### src/rtl/dcache_evict_buffer.sv
// Write-back eviction buffer between the L1 dcache and pmem: absorbs dirty lines,
// drains them when idle, and serves fills. Define DCACHE_EVICT_COALESCE_EN to merge same-tag writes.
module dcache_evict_buffer #(
    parameter int DEPTH = 2
) (
    input  logic         clk,
    input  logic         reset,
    input  logic [15:0]  l1_address,
    input  logic         l1_read,
    input  logic         l1_write,
    input  logic [127:0] l1_wdata,
    output logic         l1_resp,
    output logic [127:0] l1_rdata,
    output logic [15:0]  pmem_address,
    output logic         pmem_read,
    output logic         pmem_write,
    output logic [127:0] pmem_wdata,
    input  logic [127:0] pmem_rdata,
    input  logic         pmem_resp
);
    localparam int PTR_W = $clog2(DEPTH);
    localparam int CNT_W = $clog2(DEPTH + 1);
    localparam logic [CNT_W-1:0] FULL_COUNT = CNT_W'(DEPTH);

    typedef enum logic [1:0] {IDLE, RESP, READ_MEM, DRAIN} state_t;

    state_t state_reg, state_next;

    logic [11:0]      tag_reg  [DEPTH];
    logic [127:0]     data_mem [DEPTH];
    logic [DEPTH-1:0] valid_reg;
    logic [PTR_W-1:0] head_reg, tail_reg;
    logic [CNT_W-1:0] count_reg;

    logic         l1_resp_reg;
    logic [127:0] l1_rdata_reg;
    logic [15:0]  pmem_address_reg;
    logic         pmem_read_reg;
    logic         pmem_write_reg;
    logic [127:0] pmem_wdata_reg;

    logic [11:0]      req_tag;
    logic [DEPTH-1:0] match_vec;
    logic [PTR_W-1:0] age_idx [DEPTH];
    logic             hit;
    logic [PTR_W-1:0] hit_idx;
    logic             coalesce_hit;
    logic             full;
    logic [PTR_W-1:0] rd_idx;

    logic do_push, do_overwrite, do_pop, do_hit, do_fill, start_read, start_drain;

    assign req_tag = l1_address[15:4];
    assign full    = (count_reg == FULL_COUNT);

    // age_idx[k] is the slot written k+1 pushes ago, so age 0 is the youngest entry.
    generate
        for (genvar gi = 0; gi < DEPTH; gi++) begin : g_match
            assign match_vec[gi] = valid_reg[gi] && (tag_reg[gi] == req_tag);
            assign age_idx[gi]   = tail_reg - PTR_W'(gi + 1);
        end
    endgenerate

    always_comb begin
        hit     = 1'b0;
        hit_idx = '0;
        for (int a = DEPTH - 1; a >= 0; a--) begin
            if (match_vec[age_idx[a]]) begin
                hit     = 1'b1;
                hit_idx = age_idx[a];
            end
        end
    end

`ifdef DCACHE_EVICT_COALESCE_EN
    assign coalesce_hit = hit;
`else
    assign coalesce_hit = 1'b0;
`endif

    always_ff @(posedge clk) begin
        if (reset) begin
            state_reg <= IDLE;
        end else begin
            state_reg <= state_next;
        end
    end

    always_comb begin
        state_next   = state_reg;
        do_push      = 1'b0;
        do_overwrite = 1'b0;
        do_pop       = 1'b0;
        do_hit       = 1'b0;
        do_fill      = 1'b0;
        start_read   = 1'b0;
        start_drain  = 1'b0;
        case (state_reg)
            IDLE: begin
                if (l1_write) begin
                    if (coalesce_hit) begin
                        do_overwrite = 1'b1;
                        state_next   = RESP;
                    end else if (!full) begin
                        do_push    = 1'b1;
                        state_next = RESP;
                    end else begin
                        start_drain = 1'b1;
                        state_next  = DRAIN;
                    end
                end else if (l1_read) begin
                    if (hit) begin
                        do_hit     = 1'b1;
                        state_next = RESP;
                    end else begin
                        start_read = 1'b1;
                        state_next = READ_MEM;
                    end
                end else if (count_reg != '0) begin
                    start_drain = 1'b1;
                    state_next  = DRAIN;
                end
            end
            RESP: begin
                state_next = IDLE;
            end
            READ_MEM: begin
                if (pmem_resp) begin
                    do_fill    = 1'b1;
                    state_next = RESP;
                end
            end
            DRAIN: begin
                if (pmem_resp) begin
                    do_pop     = 1'b1;
                    state_next = IDLE;
                end
            end
            default: state_next = IDLE;
        endcase
    end

    // Hits and drains never start in the same cycle, so one read port serves both.
    assign rd_idx = start_drain ? head_reg : hit_idx;

    always_ff @(posedge clk) begin
        if (do_push) begin
            data_mem[tail_reg] <= l1_wdata;
            tag_reg[tail_reg]  <= req_tag;
        end else if (do_overwrite) begin
            data_mem[hit_idx] <= l1_wdata;
        end
    end

    always_ff @(posedge clk) begin
        if (reset) begin
            valid_reg        <= '0;
            head_reg         <= '0;
            tail_reg         <= '0;
            count_reg        <= '0;
            l1_resp_reg      <= 1'b0;
            l1_rdata_reg     <= '0;
            pmem_address_reg <= '0;
            pmem_read_reg    <= 1'b0;
            pmem_write_reg   <= 1'b0;
            pmem_wdata_reg   <= '0;
        end else begin
            l1_resp_reg <= (state_next == RESP);
            if (do_push) begin
                valid_reg[tail_reg] <= 1'b1;
                tail_reg            <= tail_reg + PTR_W'(1);
                count_reg           <= count_reg + CNT_W'(1);
            end
            if (do_pop) begin
                valid_reg[head_reg] <= 1'b0;
                head_reg            <= head_reg + PTR_W'(1);
                count_reg           <= count_reg - CNT_W'(1);
                pmem_write_reg      <= 1'b0;
            end
            if (do_hit) begin
                l1_rdata_reg <= data_mem[rd_idx];
            end
            if (do_fill) begin
                l1_rdata_reg  <= pmem_rdata;
                pmem_read_reg <= 1'b0;
            end
            if (start_read) begin
                pmem_read_reg    <= 1'b1;
                pmem_address_reg <= {req_tag, 4'b0000};
            end
            if (start_drain) begin
                pmem_write_reg   <= 1'b1;
                pmem_address_reg <= {tag_reg[head_reg], 4'b0000};
                pmem_wdata_reg   <= data_mem[rd_idx];
            end
        end
    end

    assign l1_resp      = l1_resp_reg;
    assign l1_rdata     = l1_rdata_reg;
    assign pmem_address = pmem_address_reg;
    assign pmem_read    = pmem_read_reg;
    assign pmem_write   = pmem_write_reg;
    assign pmem_wdata   = pmem_wdata_reg;

endmodule

### config.mk
export PLATFORM = sky130hd
export DESIGN_NAME = dcache_evict_buffer
export DESIGN_NICKNAME = d
export VERILOG_FILES = /design/src/rtl/dcache_evict_buffer.sv
export SDC_FILE = /design/constraint.sdc
export NUM_CORES = 1
export LEC_CHECK = 0
export CAP_MARGIN = 20
export CORE_AREA = 5 5 247 249
export DETAILED_ROUTE_END_ITERATION = 10
export DIE_AREA = 0 0 252 254
export PLACE_DENSITY = 0.82
export SLEW_MARGIN = 20
export SYNTH_ARGS = -nofsm -noshare
export SYNTH_HDL_FRONTEND = slang
export SYNTH_SLANG_ARGS = --single-unit
export TNS_END_PERCENT = 10
### constraint.sdc
create_clock -name clk -period 14.99 [get_ports clk]
set_clock_uncertainty 0.05 [all_clocks]
set_input_delay 2.2485 -clock clk [delete_from_list [all_inputs] [get_ports clk]]
set_output_delay 2.2485 -clock clk [all_outputs]
set_load 0.01 [all_outputs]
# Word-level counts from Yosys, hierarchy flattened
# Memory sizes are Yosys's and may differ from the RTL's. A register that Yosys moved wholly into a read port is not among the register bits.
# Cells that the tools add are included.
dict set report classes {
  add_sub_neg 5
  mux 57
  bitwise_logic 3
  magnitude_cmp 5
  reduce_logical 11
  eq_ne 7
}
# op n
set op_table {}
lappend op_table {{$mux 128} 2}
lappend op_table {{$mux 1} 38}
lappend op_table {{$mux 16} 2}
lappend op_table {{$eq 12x12->1} 2}
lappend op_table {{$mux 2} 12}
lappend op_table {{$reduce_bool 2->1} 6}
lappend op_table {{$pmux 2 s4} 1}
lappend op_table {{$eq 2x2->1 const B} 3}
lappend op_table {{$lt 1x2->1 const B} 3}
lappend op_table {{$eq 2x1->1 const B} 2}
lappend op_table {{$logic_and 1x1->1} 4}
lappend op_table {{$add 1x1->1 const B} 2}
lappend op_table {{$add 2x1->2 const B} 1}
lappend op_table {{$and 2x2->2} 1}
lappend op_table {{$demux 1 s1} 2}
lappend op_table {{$ge 1x1->1 const B} 2}
lappend op_table {{$logic_not 2->1} 1}
lappend op_table {{$not 2->2} 1}
lappend op_table {{$or 2x2->2} 1}
lappend op_table {{$sub 2x1->2 const B} 1}
lappend op_table {{$sub 1x1->1 const B} 1}
dict set report word_totals {
  ramBits 280
  reg_bits 279
  out_inout_bits 275
  in_bits 277
  n_memories 2
}
# memory words width rd rd_clocked_by_memory_dff wr line
set mem_list {}
lappend mem_list {data_mem 2 128 1 0 1 30} ;# logic [127:0] data_mem [DEPTH];
lappend mem_list {tag_reg 2 12 3 1 1 29} ;# logic [11:0] tag_reg [DEPTH];

# Depth between registers and ports, before layout
# Gate-level depths: netlist (run 1).
# An unclocked memory read counts as a cell.
dict set report logic_depth {
  word_depth 13
  mapped_depth 10
}

# Worst setup path before layout (run 1)
# OpenSTA, ideal clock, no wires.
dict set report synth_timing {
  kind {input-to-reg}
  from {input l1_write}
  to {register valid_reg[0]}
  n_path_buf 0
  required_ns 14.855
  path_stages 3
  arrival_ns 9.036
  setup_slack_ns 5.819
  cell_sequence {nand3_1 nor2_1 o221a_2}
}
dict set report synth_between {
  elab_chain_len 6
}
# element line
set synth_lines {}
lappend synth_lines {{from (decl)} 10} ;# input logic l1_write,
lappend synth_lines {{$mux 1 *} 100} ;# if (l1_write) begin
lappend synth_lines {{$mux 1 *} 98} ;# case (state_reg)
lappend synth_lines {{$mux 2 *} 169} ;# if (do_push) begin
lappend synth_lines {{$mux 2 *} 156} ;# if (reset) begin
lappend synth_lines {{$and 2x2->2 (no line)} --}
lappend synth_lines {{$mux 2 *} 174} ;# if (do_pop) begin
lappend synth_lines {{to (signal assigned)} 157} ;# valid_reg <= '0;
lappend synth_lines {{to (signal, indexed assignment)} 170} ;# valid_reg[tail_reg] <= 1'b1;
lappend synth_lines {{to (signal, indexed assignment)} 175} ;# valid_reg[head_reg] <= 1'b0;
lappend synth_lines {{to (decl)} 31} ;# logic [DEPTH-1:0] valid_reg;
# Every way passes the cells marked *; elsewhere a longest branch is shown, timed or not. The select of a mux whose other input is x is not followed.
# A chain may end at the register's enable or synchronous reset.

# Final worst setup path (run 1)
dict set report layout_timing {
  from {input l1_address[13]}
  to {register l1_rdata_reg[97], in the netlist l1_rdata[97]}
}
dict set report layout_between {
  elab_chain_len 11
}
# element line
set layout_lines {}
lappend layout_lines {{from (decl)} 8} ;# input logic [15:0] l1_address,
lappend layout_lines {{$eq 12x12->1} 59} ;# assign match_vec[gi] = valid_reg[gi] && (tag_reg[gi] == req_tag);
lappend layout_lines {{$logic_and 1x1->1} 59}
lappend layout_lines {{$mux 1 (not written as such) (2 in a row)} 68} ;# if (match_vec[age_idx[a]]) begin
lappend layout_lines {{$mux 1 (2 in a row)} 68}
lappend layout_lines {{$mux 1} 112} ;# if (hit) begin
lappend layout_lines {{$mux 1} 111} ;# end else if (l1_read) begin
lappend layout_lines {{$mux 1} 100}
lappend layout_lines {{$mux 1} 98}
lappend layout_lines {{$reduce_bool 2->1 (no line)} --}
lappend layout_lines {{to (signal assigned)} 181} ;# l1_rdata_reg <= data_mem[rd_idx];
lappend layout_lines {{to (signal assigned)} 184} ;# l1_rdata_reg <= pmem_rdata;
lappend layout_lines {{to (decl)} 36} ;# logic [127:0] l1_rdata_reg;
# Parallel ways exist; a longest one is shown, timed or not. The select of a mux whose other input is x is not followed.

==> impl_metrics.prom, run 1 <==
# TYPE chip_impl_metric gauge
chip_impl_metric{name="slew_viol_final",unit=""} 0
chip_impl_metric{name="tightest_slew",unit="ns"} 1.12
chip_impl_metric{name="cts.sink_count",unit=""} 560
chip_impl_metric{name="cp.required",unit="ns"} 15.47
chip_impl_metric{name="drt-wirelength-per-cell",unit="µm"} 23.1
chip_impl_info{name="synth_top_cells_by_area",value="sky130_fd_sc_hd__edfxtp_1 (32%), sky130_fd_sc_hd__dfxtp_1 (22%), sky130_fd_sc_hd__mux2i_1 (15%)"} 1
chip_impl_metric{name="avgViaCountPerCell",unit=""} 5.72
chip_impl_metric{name="clk_pin_slew",unit="ns"} 0.06
chip_impl_metric{name="fin_setup_tns",unit="ns"} 0
chip_impl_metric{name="setup_viol_count_final",unit=""} 0
chip_impl_metric{name="multi_input_comb_area",unit="µm²"} 11000
chip_impl_metric{name="boundaryPins",unit=""} 552
chip_impl_metric{name="hold_ws",unit="ns"} 0.426
chip_impl_metric{name="grt_start_max_net_pins",unit=""} 97
chip_impl_info{name="synthMostInstantiatedCell",value="sky130_fd_sc_hd__mux2i_1"} 1
chip_impl_metric{name="finalWirelength",unit="µm"} 77300
chip_impl_metric{name="power.net_switching",unit="mW"} 1.41
chip_impl_metric{name="maxCapViolations",unit=""} 0
chip_impl_info{name="endpoint_kind",value="register"} 1
chip_impl_metric{name="synth.avg_cell_area",unit="µm²"} 12.7
chip_impl_metric{name="place_congestion",unit=""} 0.894
chip_impl_metric{name="post-route-drc-count",unit=""} 0
chip_impl_metric{name="timing.slew.headroom",unit=""} 0.253
chip_impl_metric{name="synth_largest_type_area_fraction",unit=""} 0.323
chip_impl_metric{name="netlist_instances",unit=""} 2053
chip_impl_metric{name="final_net_count",unit=""} 2777
chip_impl_metric{name="clk_path_buf_depth",unit=""} 3
chip_impl_metric{name="num_rows",unit=""} 89
chip_impl_metric{name="number_of_gates_given_a_new_drive_strength_after_cts",unit=""} 0
chip_impl_metric{name="syn-cell-area",unit="µm²"} 26100
chip_impl_metric{name="max-vdd-ir-drop",unit="V"} 0.0000985
chip_impl_metric{name="fp.dieH",unit="µm"} 254
chip_impl_metric{name="p_sw_frac",unit=""} 0.299
chip_impl_info{name="path_common_cell",value="sky130_fd_sc_hd__buf_4"} 1
chip_impl_metric{name="critPathMaxStageDelay",unit="ns"} 0.76
chip_impl_metric{name="internal_power",unit="mW"} 3.31
chip_impl_metric{name="initial_core_util",unit=""} 0.446
chip_impl_metric{name="finalCritPeriodShare",unit=""} 0.363
chip_impl_metric{name="finalHoldViolCount",unit=""} 0
chip_impl_info{name="synth_commonest_cells",value="sky130_fd_sc_hd__mux2i_1 (396), sky130_fd_sc_hd__dfxtp_1 (280), sky130_fd_sc_hd__edfxtp_1 (280), sky130_fd_sc_hd__nor2_1 (152)"} 1
chip_impl_metric{name="hold_buffers",unit=""} 0
chip_impl_metric{name="global_route.overflow_total",unit=""} 0
chip_impl_metric{name="final_layout_size_suffix_gt1_frac",unit=""} 0.133
chip_impl_metric{name="n_fill_cell",unit=""} 4560
chip_impl_metric{name="synth-async-reset-ratio",unit=""} 0
chip_impl_info{name="outcome",value="complete, no violations"} 1
chip_impl_metric{name="post_synth_xor_area_fraction",unit=""} 0.00975
chip_impl_metric{name="combinationalPowerShare",unit=""} 0.266
chip_impl_metric{name="synth.area.mux_share",unit=""} 0.222
chip_impl_metric{name="fmaxAchievable",unit="GHz"} 0.184
chip_impl_metric{name="die_w",unit="µm"} 252
chip_impl_metric{name="clock_insertion_delay_worst_skew",unit="ns"} 0.60
chip_impl_info{name="crit_path_start_kind",value="input port"} 1
chip_impl_info{name="cp_cell_sequence",value="clkdlybuf4s50_1 > xnor2_1 > nand4_1 > nor4_4 > a21boi_4 > buf_4 > buf_4 > mux2_4 > o21ai_2"} 1
chip_impl_metric{name="critical_path.n_buffers_inverters",unit=""} 3
chip_impl_metric{name="synth.yosys.warnings",unit=""} 0
chip_impl_metric{name="clock_power_share",unit=""} 0.299
chip_impl_info{name="root_buffer",value="sky130_fd_sc_hd__clkbuf_16"} 1
chip_impl_metric{name="ys_seq_area_frac",unit=""} 0.538
chip_impl_metric{name="synth_cell_types",unit=""} 43
chip_impl_metric{name="place.detailed.hpwl",unit="µm"} 51800
chip_impl_metric{name="yosys_register_bits",unit=""} 560
chip_impl_info{name="min_path_type",value="register to register"} 1
chip_impl_metric{name="antenna_found_initial",unit=""} 19
chip_impl_info{name="main_combinational_cell_family_by_area_after_synthesis",value="multiplexers"} 1
chip_impl_metric{name="vias",unit=""} 19100
chip_impl_metric{name="crit_path_max_fanout",unit=""} 39
chip_impl_metric{name="clock_tree.htree_level_count",unit=""} 2
chip_impl_metric{name="grt_pass1_wl",unit="µm"} 115000
chip_impl_metric{name="area_added_between_synthesis_and_finish",unit="%"} 28.9
chip_impl_metric{name="crit_arrival",unit="ns"} 5.92
chip_impl_metric{name="leakage_power_total",unit="nW"} 12.4
chip_impl_metric{name="drt_iter0_drc",unit=""} 1237
chip_impl_metric{name="port_buffer_cells",unit=""} 543
chip_impl_metric{name="cellPowerDensity",unit="nW/µm²"} 141
chip_impl_info{name="worstSetupPathType",value="input port to register"} 1
chip_impl_metric{name="die_area",unit="µm²"} 64000
chip_impl_metric{name="drt_first_pass_iters",unit=""} 5
chip_impl_info{name="yosys_most_used_dff",value="sky130_fd_sc_hd__edfxtp_1"} 1
chip_impl_metric{name="largest_register_ffs",unit=""} 256
chip_impl_metric{name="synth_adder_area_share",unit=""} 0
chip_impl_metric{name="synth_enable_flop_cells",unit=""} 280
chip_impl_metric{name="seqCellArea",unit="µm²"} 14000
chip_impl_metric{name="tritoncts.num_buffers",unit=""} 57
chip_impl_metric{name="sequentialPowerShare",unit=""} 0.435
chip_impl_metric{name="post_synth_and_or_nand_nor_area_fraction",unit=""} 0.0644
chip_impl_info{name="synth.largest_area_cell",value="sky130_fd_sc_hd__edfxtp_1"} 1
chip_impl_metric{name="drtAntennaViolNets",unit=""} 0
chip_impl_metric{name="count_of_buffers_added_by_post_cts_timing_repair_for_setup",unit=""} 0
chip_impl_info{name="tritoncts",value="done"} 1
chip_impl_info{name="worst_path_dominant_cell_family",value="buffers and inverters"} 1
chip_impl_metric{name="synth_compound_area_frac",unit=""} 0.123
chip_impl_metric{name="timing.final.crit_period",unit="ns"} 5.44
chip_impl_info{name="rsz0062_at_grt",value="false"} 1
chip_impl_info{name="critical_path_slowest_stage_cell",value="sky130_fd_sc_hd__buf_4"} 1
chip_impl_metric{name="track_usage",unit=""} 0.227
chip_impl_metric{name="via_count_of_the_first_global_routing_pass",unit=""} 19700
chip_impl_metric{name="core-area",unit="µm²"} 58500
## metrics by stage
step	instances	area [µm²]	setup slack [ns]	power (mW)	utilization
final	3342	33600	9.55	4.72	0.574
after global routing	3338	33600	9.38	4.92	0.574
after CTS	3322	33500	9.63	4.75	0.573
after detailed placement	3214	31600	9.00	3.33	0.541
after global placement	3214	31600	9.10	3.28	0.541
after floorplan	2056	26100	5.82	2.78	-
## final timing paths
| path | start | to | slack, ns | cells after the start |
|---|---|---|---|---|
| max reg2reg | tag_reg[1][2]$_DFFE_PP_ | l1_rdata[97]$_SDFFE_PP0P_ | 11.34 | 8 |
| min reg2reg | pmem_read$_SDFFE_PP0P_ | pmem_read$_SDFFE_PP0P_ | 0.43 | 2 |
| max | l1_address[13] | l1_rdata[97]$_SDFFE_PP0P_ | 9.55 | 9 |
| min | pmem_read$_SDFFE_PP0P_ | pmem_read$_SDFFE_PP0P_ | 0.43 | 2 |
## layout make-up
| type | instances | share of cell area |
|---|---|---|
| flip-flops and latches | 560 | 0.418 |
| multi-input cells | 1306 | 0.327 |
| repair buffers | 573 | 0.169 |
| clock buffers | 93 | 0.0527 |
| well taps | 773 | 0.0288 |
| clock inverters | 15 | 0.00317 |
| diodes | 20 | 0.00149 |
| inverters | 2 | 0.000298 |
## metal layers
layer  vias up  track usage  share of wire
li1       8742            -              -
met1      9466        0.271           0.39
met2       723        0.392           0.50
met3       195       0.0446          0.061
met4         2        0.117          0.049
met5         -            0        0.00010
## logic make-up after synthesis
| kind of cell | after synthesis |
|---|---|
| xor gates and xnor gates | 29 |
| DFF | 560 |
| other | 1 |
| AOI/OAI and AO/OA | 421 |
| and+or+nand+nor | 328 |
| muxes | 524 |
| buffers and inverters | 190 |
## power by group through the flow
stage	Sequential (mW)	Combinational (mW)	Clock, mW
final	2.05	1.26	1.41
after global routing	2.08	1.34	1.50
after global placement	2.06	1.22	0
after CTS	2.05	1.27	1.44
after floorplan	2.12	0.660	0
after detailed placement	2.08	1.25	0
## layout by cell type (no fill, tap or decap), drive strengths merged, types with 3 or more instances in the layout
| cell | instances |
|---|---|
| a21oi | 16 |
| edfxtp | 280 |
| diode | 20 |
| o21ai | 130 |
| nor4 | 4 |
| clkbuf | 93 |
| a22oi | 127 |
| a211oi | 128 |
| nand3 | 6 |
| inv | 4 |
| conb | 4 |
| and3 | 128 |
| nand4 | 18 |
| xnor2 | 28 |
| nor3 | 3 |
| dfxtp | 280 |
| nand2b | 3 |
| mux2 | 128 |
| clkdlybuf4s50 | 542 |
| clkinv | 11 |
| buf | 31 |
| mux2i | 396 |
| nand2 | 8 |
| o31ai | 12 |
| or3 | 3 |
| nor2 | 152 |
## worst register-to-register path, delay by kind of cell (launching register included)
kind            cells  cell delay (ns)
buf+inv             2             1.37
simple gates        2             0.72
mux                 1             0.45
flops               1             0.42
compound gates      2             0.39
xor+xnor            1             0.19
(Power assumes the default switching activity.)
==> run 2, diff against run 1 <==
==> constraint.sdc (replaced) <==
create_clock -name clk -period 5.43 [get_ports clk]
set_clock_uncertainty 0.05 [all_clocks]
set_input_delay 0.8145 -clock clk [delete_from_list [all_inputs] [get_ports clk]]
set_output_delay 0.8145 -clock clk [all_outputs]
set_load 0.01 [all_outputs]
==> run 2 against run 1 <==
Against the previous run: die area unchanged; combinational power rose to 2.7 times the previous value; largest cell class unchanged; critical endpoint is now l1_rdata[31]$_SDFFE_PP0P_; clock-buffer cell count down 12; wire length down 0.14%; design area up 0.38%.
==> impl_metrics.prom, run 2 (same netlist as run 1, synthesis figures left out) <==
# TYPE chip_impl_metric gauge
chip_impl_metric{name="clock_tree.htree_level_count",unit=""} 2
chip_impl_metric{name="core-area",unit="µm²"} 58500
chip_impl_info{name="outcome",value="complete, no violations"} 1
chip_impl_metric{name="crit_path_max_fanout",unit=""} 60
chip_impl_metric{name="fp.dieH",unit="µm"} 254
chip_impl_metric{name="port_buffer_cells",unit=""} 543
chip_impl_metric{name="drt_iter0_drc",unit=""} 1160
chip_impl_info{name="most_common_library_cell_in_the_layout_ignoring_fill_and_taps",value="sky130_fd_sc_hd__clkdlybuf4s50_1"} 1
chip_impl_metric{name="drt_first_pass_iters",unit=""} 5
chip_impl_metric{name="leakage_power_total",unit="nW"} 12.5
chip_impl_metric{name="cellPowerDensity",unit="nW/µm²"} 388
chip_impl_metric{name="crit_arrival",unit="ns"} 4.07
chip_impl_metric{name="track_usage",unit=""} 0.226
chip_impl_metric{name="largest_register_ffs",unit=""} 256
chip_impl_metric{name="setup_viol_count_final",unit=""} 0
chip_impl_info{name="layout.cells.most_common_list",value="sky130_fd_sc_hd__clkdlybuf4s50_1 (542), sky130_fd_sc_hd__mux2i_1 (396), sky130_fd_sc_hd__edfxtp_1 (280)"} 1
chip_impl_metric{name="boundaryPins",unit=""} 552
chip_impl_metric{name="final_net_count",unit=""} 2779
chip_impl_metric{name="area_added_between_synthesis_and_finish",unit="%"} 29.3
chip_impl_metric{name="fmaxAchievable",unit="GHz"} 0.278
chip_impl_metric{name="finalHoldViolCount",unit=""} 0
chip_impl_metric{name="drt-wirelength-per-cell",unit="µm"} 23.2
chip_impl_metric{name="grt_start_max_net_pins",unit=""} 129
chip_impl_metric{name="via_count_of_the_first_global_routing_pass",unit=""} 19500
chip_impl_metric{name="drtAntennaViolNets",unit=""} 0
chip_impl_metric{name="die_area",unit="µm²"} 64000
chip_impl_metric{name="n_fill_cell",unit=""} 4613
chip_impl_metric{name="vias",unit=""} 19200
chip_impl_metric{name="cts.sink_count",unit=""} 560
chip_impl_metric{name="avgViaCountPerCell",unit=""} 5.75
chip_impl_metric{name="place_congestion",unit=""} 0.844
chip_impl_metric{name="timing.slew.headroom",unit=""} 0.236
chip_impl_metric{name="num_rows",unit=""} 89
chip_impl_metric{name="slew_viol_final",unit=""} 0
chip_impl_metric{name="tritoncts.num_buffers",unit=""} 58
chip_impl_info{name="min_path_type",value="register to register"} 1
chip_impl_metric{name="clk_pin_slew",unit="ns"} 0.06
chip_impl_metric{name="final_util",unit=""} 0.576
chip_impl_metric{name="cp.required",unit="ns"} 5.91
chip_impl_metric{name="place.detailed.hpwl",unit="µm"} 51000
chip_impl_info{name="rsz0062_at_grt",value="false"} 1
chip_impl_metric{name="initial_core_util",unit=""} 0.446
chip_impl_metric{name="timing.final.crit_period",unit="ns"} 3.60
chip_impl_metric{name="hold_buffers",unit=""} 0
chip_impl_metric{name="maxCapViolations",unit=""} 0
chip_impl_info{name="worstSetupPathType",value="input port to register"} 1
chip_impl_metric{name="die_w",unit="µm"} 252
chip_impl_metric{name="finalCritPeriodShare",unit=""} 0.663
chip_impl_metric{name="number_of_gates_given_a_new_drive_strength_after_cts",unit=""} 0
chip_impl_metric{name="max-vdd-ir-drop",unit="V"} 0.000281
chip_impl_metric{name="clk_path_buf_depth",unit=""} 3
chip_impl_metric{name="post-route-drc-count",unit=""} 0
chip_impl_info{name="crit_path_start_kind",value="input port"} 1
chip_impl_metric{name="finalWirelength",unit="µm"} 77200
chip_impl_info{name="tritoncts",value="done"} 1
chip_impl_metric{name="tightest_slew",unit="ns"} 1.15
chip_impl_info{name="endpoint_kind",value="register"} 1
chip_impl_metric{name="count_of_buffers_added_by_post_cts_timing_repair_for_setup",unit=""} 0
chip_impl_metric{name="grt_pass1_wl",unit="µm"} 116000
chip_impl_metric{name="global_route.overflow_total",unit=""} 0
chip_impl_metric{name="antenna_found_initial",unit=""} 11
chip_impl_metric{name="final_layout_size_suffix_gt1_frac",unit=""} 0.136
chip_impl_info{name="root_buffer",value="sky130_fd_sc_hd__clkbuf_16"} 1
chip_impl_metric{name="clock_insertion_delay_worst_skew",unit="ns"} 0.60
chip_impl_metric{name="fin_setup_tns",unit="ns"} 0
## run 2: power by group
| group | leakage, nW | total (mW) | switching [mW] | internal, mW |
|---|---|---|---|---|
| registers | 4.86 | 5.67 | 0.450 | 5.22 |
| logic | 6.66 | 3.46 | 1.78 | 1.68 |
| clock network | 0.936 | 3.95 | 1.65 | 2.30 |
| total | 12.5 | 13.1 | 3.88 | 9.20 |
## run 2: worst max-delay path, cell delays in order
cell,delay (ns)
sky130_fd_sc_hd__clkdlybuf4s50_1,0.57
sky130_fd_sc_hd__nand2b_1,0.28
sky130_fd_sc_hd__o2111a_4,0.53
sky130_fd_sc_hd__nand2_4,0.65
sky130_fd_sc_hd__buf_12,0.52
sky130_fd_sc_hd__mux2i_1,0.17
sky130_fd_sc_hd__mux2_1,0.33
sky130_fd_sc_hd__o21ai_1,0.14
## run 2: worst paths after layout
check                          start                        end  slack (ns)  depth (start not counted)
max                         l1_write  l1_rdata[31]$_SDFFE_PP0P_        1.83                          8
min           pmem_read$_SDFFE_PP0P_     pmem_read$_SDFFE_PP0P_        0.41                          2
max reg2reg  state_reg[1]$_SDFF_PP0_  l1_rdata[31]$_SDFFE_PP0P_        2.18                          7
min reg2reg   pmem_read$_SDFFE_PP0P_     pmem_read$_SDFFE_PP0P_        0.41                          2
## run 2: layout make-up
cell class	instances	area (µm²)	area share
timing repair buffer	574	5790	0.172
antenna	9	22.5	0.000668
clock inverter	28	246	0.00731
sequential	560	14000	0.416
inverter	2	10.0	0.000297
multi-input combinational	1306	11000	0.326
clock buffer	81	1650	0.0489
tap	773	967	0.0287
## run 2: through the flow
stage | setup WS (ns) | instance area (µm²) | cells | power [mW] | hold WS (ns)
2_1_floorplan | 0.208 | 26100 | 2056 | 7.65 | 0.431
3_3_place_gp | 1.32 | 31800 | 3215 | 9.06 | 0.397
3_5_place_dp | 1.21 | 31800 | 3215 | 9.20 | 0.408
4_1_cts | 1.84 | 33700 | 3324 | 13.2 | 0.411
5_1_grt | 1.67 | 33700 | 3333 | 13.7 | 0.446
6_report | 1.83 | 33700 | 3333 | 13.1 | 0.411
## run 2: routing by layer
metal / track usage / up-vias / share of wire / routed length, µm
met3: 0.0414 / 200 / 0.065 / 5000
met4: 0.0999 / 2 / 0.047 / 3660
li1: - / 8726 / - / -
met1: 0.272 / 9420 / 0.38 / 29300
met5: 0 / - / 0.00017 / 13
met2: 0.398 / 802 / 0.51 / 39300
==> run 3, diff against run 2 <==
--- a/config.mk
+++ b/config.mk
@@ -9,7 +9,7 @@
 export CORE_AREA = 5 5 247 249
 export DETAILED_ROUTE_END_ITERATION = 10
 export DIE_AREA = 0 0 252 254
-export PLACE_DENSITY = 0.82
+export PLACE_DENSITY = 0.85
 export SLEW_MARGIN = 20
 export SYNTH_ARGS = -nofsm -noshare
 export SYNTH_HDL_FRONTEND = slang
==> constraint.sdc (replaced) <==
create_clock -name clk -period 2.95 [get_ports clk]
set_clock_uncertainty 0.05 [all_clocks]
set_input_delay 0.4425 -clock clk [delete_from_list [all_inputs] [get_ports clk]]
set_output_delay 0.4425 -clock clk [all_outputs]
set_load 0.01 [all_outputs]
==> run 3 against run 2 <==
Against the previous run: worst hold slack lost 0.042 ns; power grew 86%; setup slack lost 1.5 ns; sequential share of layout area shrank 0.92 points; sequential power grew 83%; critical path depth is the same; cell count grew 1.8%; utilization grew 1.3 points; largest cell class unchanged; wire length grew 1.7%; register-to-register slack lost 1.8 ns; flip-flop and latch count is the same.
==> impl_metrics.prom, run 3 (same netlist as run 1, synthesis figures left out) <==
# TYPE chip_impl_metric gauge
chip_impl_info{name="outcome",value="complete, no violations"} 1
chip_impl_metric{name="maxCapViolations",unit=""} 0
chip_impl_metric{name="avgViaCountPerCell",unit=""} 5.73
chip_impl_info{name="hold_path_end",value="data_mem[0][67]$_DFFE_PP_"} 1
chip_impl_info{name="root_buffer",value="sky130_fd_sc_hd__clkbuf_16"} 1
chip_impl_metric{name="setup_viol_count_final",unit=""} 0
chip_impl_info{name="r2r-start",value="tag_reg[0][1]$_DFFE_PP_"} 1
chip_impl_metric{name="final_layout_size_suffix_gt1_frac",unit=""} 0.153
chip_impl_metric{name="core-area",unit="µm²"} 58500
chip_impl_metric{name="tritoncts.num_buffers",unit=""} 57
chip_impl_info{name="endpoint_kind",value="register"} 1
chip_impl_metric{name="clock_insertion_delay_worst_skew",unit="ns"} 0.61
chip_impl_metric{name="timing.slew.headroom",unit=""} 0.445
chip_impl_metric{name="preCtsSetupSlack",unit="ns"} -0.147
chip_impl_metric{name="place_congestion",unit=""} 0.895
chip_impl_metric{name="tightest_slew",unit="ns"} 0.833
chip_impl_metric{name="post-route-drc-count",unit=""} 0
chip_impl_info{name="hold_start",value="l1_wdata[67]"} 1
chip_impl_metric{name="drt_iter0_drc",unit=""} 1274
chip_impl_metric{name="final_net_count",unit=""} 2834
chip_impl_info{name="tritoncts",value="done"} 1
chip_impl_metric{name="clock_tree.htree_level_count",unit=""} 2
chip_impl_metric{name="cellPowerDensity",unit="nW/µm²"} 707
chip_impl_metric{name="hold_depth",unit=""} 1
chip_impl_metric{name="vias",unit=""} 19400
chip_impl_metric{name="timing.final.crit_period",unit="ns"} 2.58
chip_impl_metric{name="crit_path_max_fanout",unit=""} 55
chip_impl_metric{name="grt_pass1_wl",unit="µm"} 118000
chip_impl_info{name="layout.cells.most_common_list",value="sky130_fd_sc_hd__clkdlybuf4s50_1 (542), sky130_fd_sc_hd__mux2i_1 (396), sky130_fd_sc_hd__edfxtp_1 (280)"} 1
chip_impl_metric{name="worst_reg_to_reg_cells",unit=""} 8
chip_impl_info{name="min_path_type",value="input port to register"} 1
chip_impl_metric{name="drt_first_pass_iters",unit=""} 6
chip_impl_metric{name="die_w",unit="µm"} 252
chip_impl_metric{name="clk_pin_slew",unit="ns"} 0.07
chip_impl_metric{name="cts.sink_count",unit=""} 560
chip_impl_metric{name="place.detailed.hpwl",unit="µm"} 53800
chip_impl_metric{name="rrSetupSlack",unit="ns"} 0.37
chip_impl_info{name="worstSetupPathType",value="register to register"} 1
chip_impl_metric{name="post-route-cell-area",unit="µm²"} 34500
chip_impl_metric{name="track_usage",unit=""} 0.231
chip_impl_metric{name="boundaryPins",unit=""} 552
chip_impl_metric{name="area_added_between_synthesis_and_finish",unit="%"} 32.3
chip_impl_metric{name="port_buffer_cells",unit=""} 543
chip_impl_metric{name="fp.dieH",unit="µm"} 254
chip_impl_metric{name="post_layout_nonfiller_instances",unit=""} 3392
chip_impl_metric{name="number_of_gates_given_a_new_drive_strength_after_cts",unit=""} 0
chip_impl_info{name="crit_path_start_kind",value="register"} 1
chip_impl_metric{name="initial_core_util",unit=""} 0.446
chip_impl_metric{name="hold_ws",unit="ns"} 0.369
chip_impl_metric{name="count_of_buffers_added_by_post_cts_timing_repair_for_setup",unit=""} 0
chip_impl_metric{name="clk_path_buf_depth",unit=""} 3
chip_impl_metric{name="fmaxAchievable",unit="GHz"} 0.388
chip_impl_metric{name="largest_register_ffs",unit=""} 256
chip_impl_metric{name="via_count_of_the_first_global_routing_pass",unit=""} 20200
chip_impl_metric{name="global_route.overflow_total",unit=""} 0
chip_impl_metric{name="cp.required",unit="ns"} 3.42
chip_impl_metric{name="hold_buffers",unit=""} 0
chip_impl_info{name="rsz0062_at_grt",value="false"} 1
chip_impl_metric{name="antenna_found_initial",unit=""} 16
chip_impl_info{name="rr_endpoint",value="l1_rdata[15]$_SDFFE_PP0P_"} 1
chip_impl_info{name="most_common_library_cell_in_the_layout_ignoring_fill_and_taps",value="sky130_fd_sc_hd__clkdlybuf4s50_1"} 1
chip_impl_metric{name="max-vdd-ir-drop",unit="V"} 0.000536
chip_impl_metric{name="n_fill_cell",unit=""} 4470
chip_impl_metric{name="placed_cells_incl_taps",unit=""} 3270
chip_impl_metric{name="crit_arrival",unit="ns"} 3.05
chip_impl_metric{name="finalHoldViolCount",unit=""} 0
chip_impl_metric{name="drt-wirelength-per-cell",unit="µm"} 23.2
chip_impl_metric{name="postLayoutSetupSlackWorst",unit="ns"} 0.370
chip_impl_metric{name="die_area",unit="µm²"} 64000
chip_impl_metric{name="num_rows",unit=""} 89
chip_impl_metric{name="placed_area",unit="µm²"} 32500
chip_impl_metric{name="grt_start_max_net_pins",unit=""} 105
chip_impl_metric{name="leakage_power_total",unit="nW"} 12.8
chip_impl_metric{name="slew_viol_final",unit=""} 0
chip_impl_metric{name="fin_setup_tns",unit="ns"} 0
chip_impl_metric{name="drtAntennaViolNets",unit=""} 0
chip_impl_metric{name="finalWirelength",unit="µm"} 78600
chip_impl_metric{name="finalCritPeriodShare",unit=""} 0.875
run 3: layer usage:
metal / vias up / wire, µm / global-route usage
li1: 8856 / - / -
met3: 250 / 5320 / 0.0433
met4: 6 / 4410 / 0.128
met2: 862 / 38900 / 0.394
met1: 9465 / 29800 / 0.276
met5: - / 38 / 0
run 3: worst max path at each step:
| stage | startpoint | endpoint | slack [ns] |
|---|---|---|---|
| floorplan | state_reg[0]$_SDFF_PP0_ | valid_reg[0]$_SDFF_PP0_ | -0.31 |
| global placement | l1_address[12] | l1_rdata[17]$_SDFFE_PP0P_ | -0.07 |
| detailed placement | l1_address[12] | l1_rdata[15]$_SDFFE_PP0P_ | -0.15 |
| CTS | tag_reg[0][1]$_DFFE_PP_ | l1_rdata[15]$_SDFFE_PP0P_ | 0.40 |
| global route | tag_reg[1][1]$_DFFE_PP_ | l1_rdata[38]$_SDFFE_PP0P_ | 0.30 |
| finish | tag_reg[0][1]$_DFFE_PP_ | l1_rdata[15]$_SDFFE_PP0P_ | 0.37 |
run 3: stage by stage:
step           utilization  total power [mW]
2_1_floorplan            -              14.1
3_3_place_gp         0.556              16.9
3_5_place_dp         0.556              17.2
4_1_cts              0.588              24.5
5_1_grt              0.589              25.4
6_report             0.589              24.4
run 3: power by group:
| group | switching (mW) | internal [mW] | leakage [nW] |
|---|---|---|---|
| Sequential | 0.825 | 9.59 | 4.86 |
| Clock | 3.05 | 4.27 | 0.928 |
| Combinational | 3.35 | 3.28 | 7.04 |
| Total | 7.22 | 17.1 | 12.8 |
run 3: layout make-up:
type	count	area, µm²	area share
Sequential cell	560	14000	0.407
Inverter	2	10.0	0.000290
Tap cell	773	967	0.0281
Clock inverter	18	148	0.00428
Multi-Input combinational cell	1306	11000	0.319
Antenna cell	13	32.5	0.000944
Timing Repair Buffer	630	6520	0.189
Clock buffer	90	1760	0.0511
run 3: worst max-delay path, stage by stage (launching register included):
cell and delay [ns]:
sky130_fd_sc_hd__edfxtp_1 0.41, sky130_fd_sc_hd__xnor2_1 0.31, sky130_fd_sc_hd__nand4_1 0.20, sky130_fd_sc_hd__nor4_4 0.31, sky130_fd_sc_hd__buf_4 0.18, sky130_fd_sc_hd__nor2_1 0.05
sky130_fd_sc_hd__or3_4 0.41, sky130_fd_sc_hd__buf_12 0.20, sky130_fd_sc_hd__o21ai_1 0.25
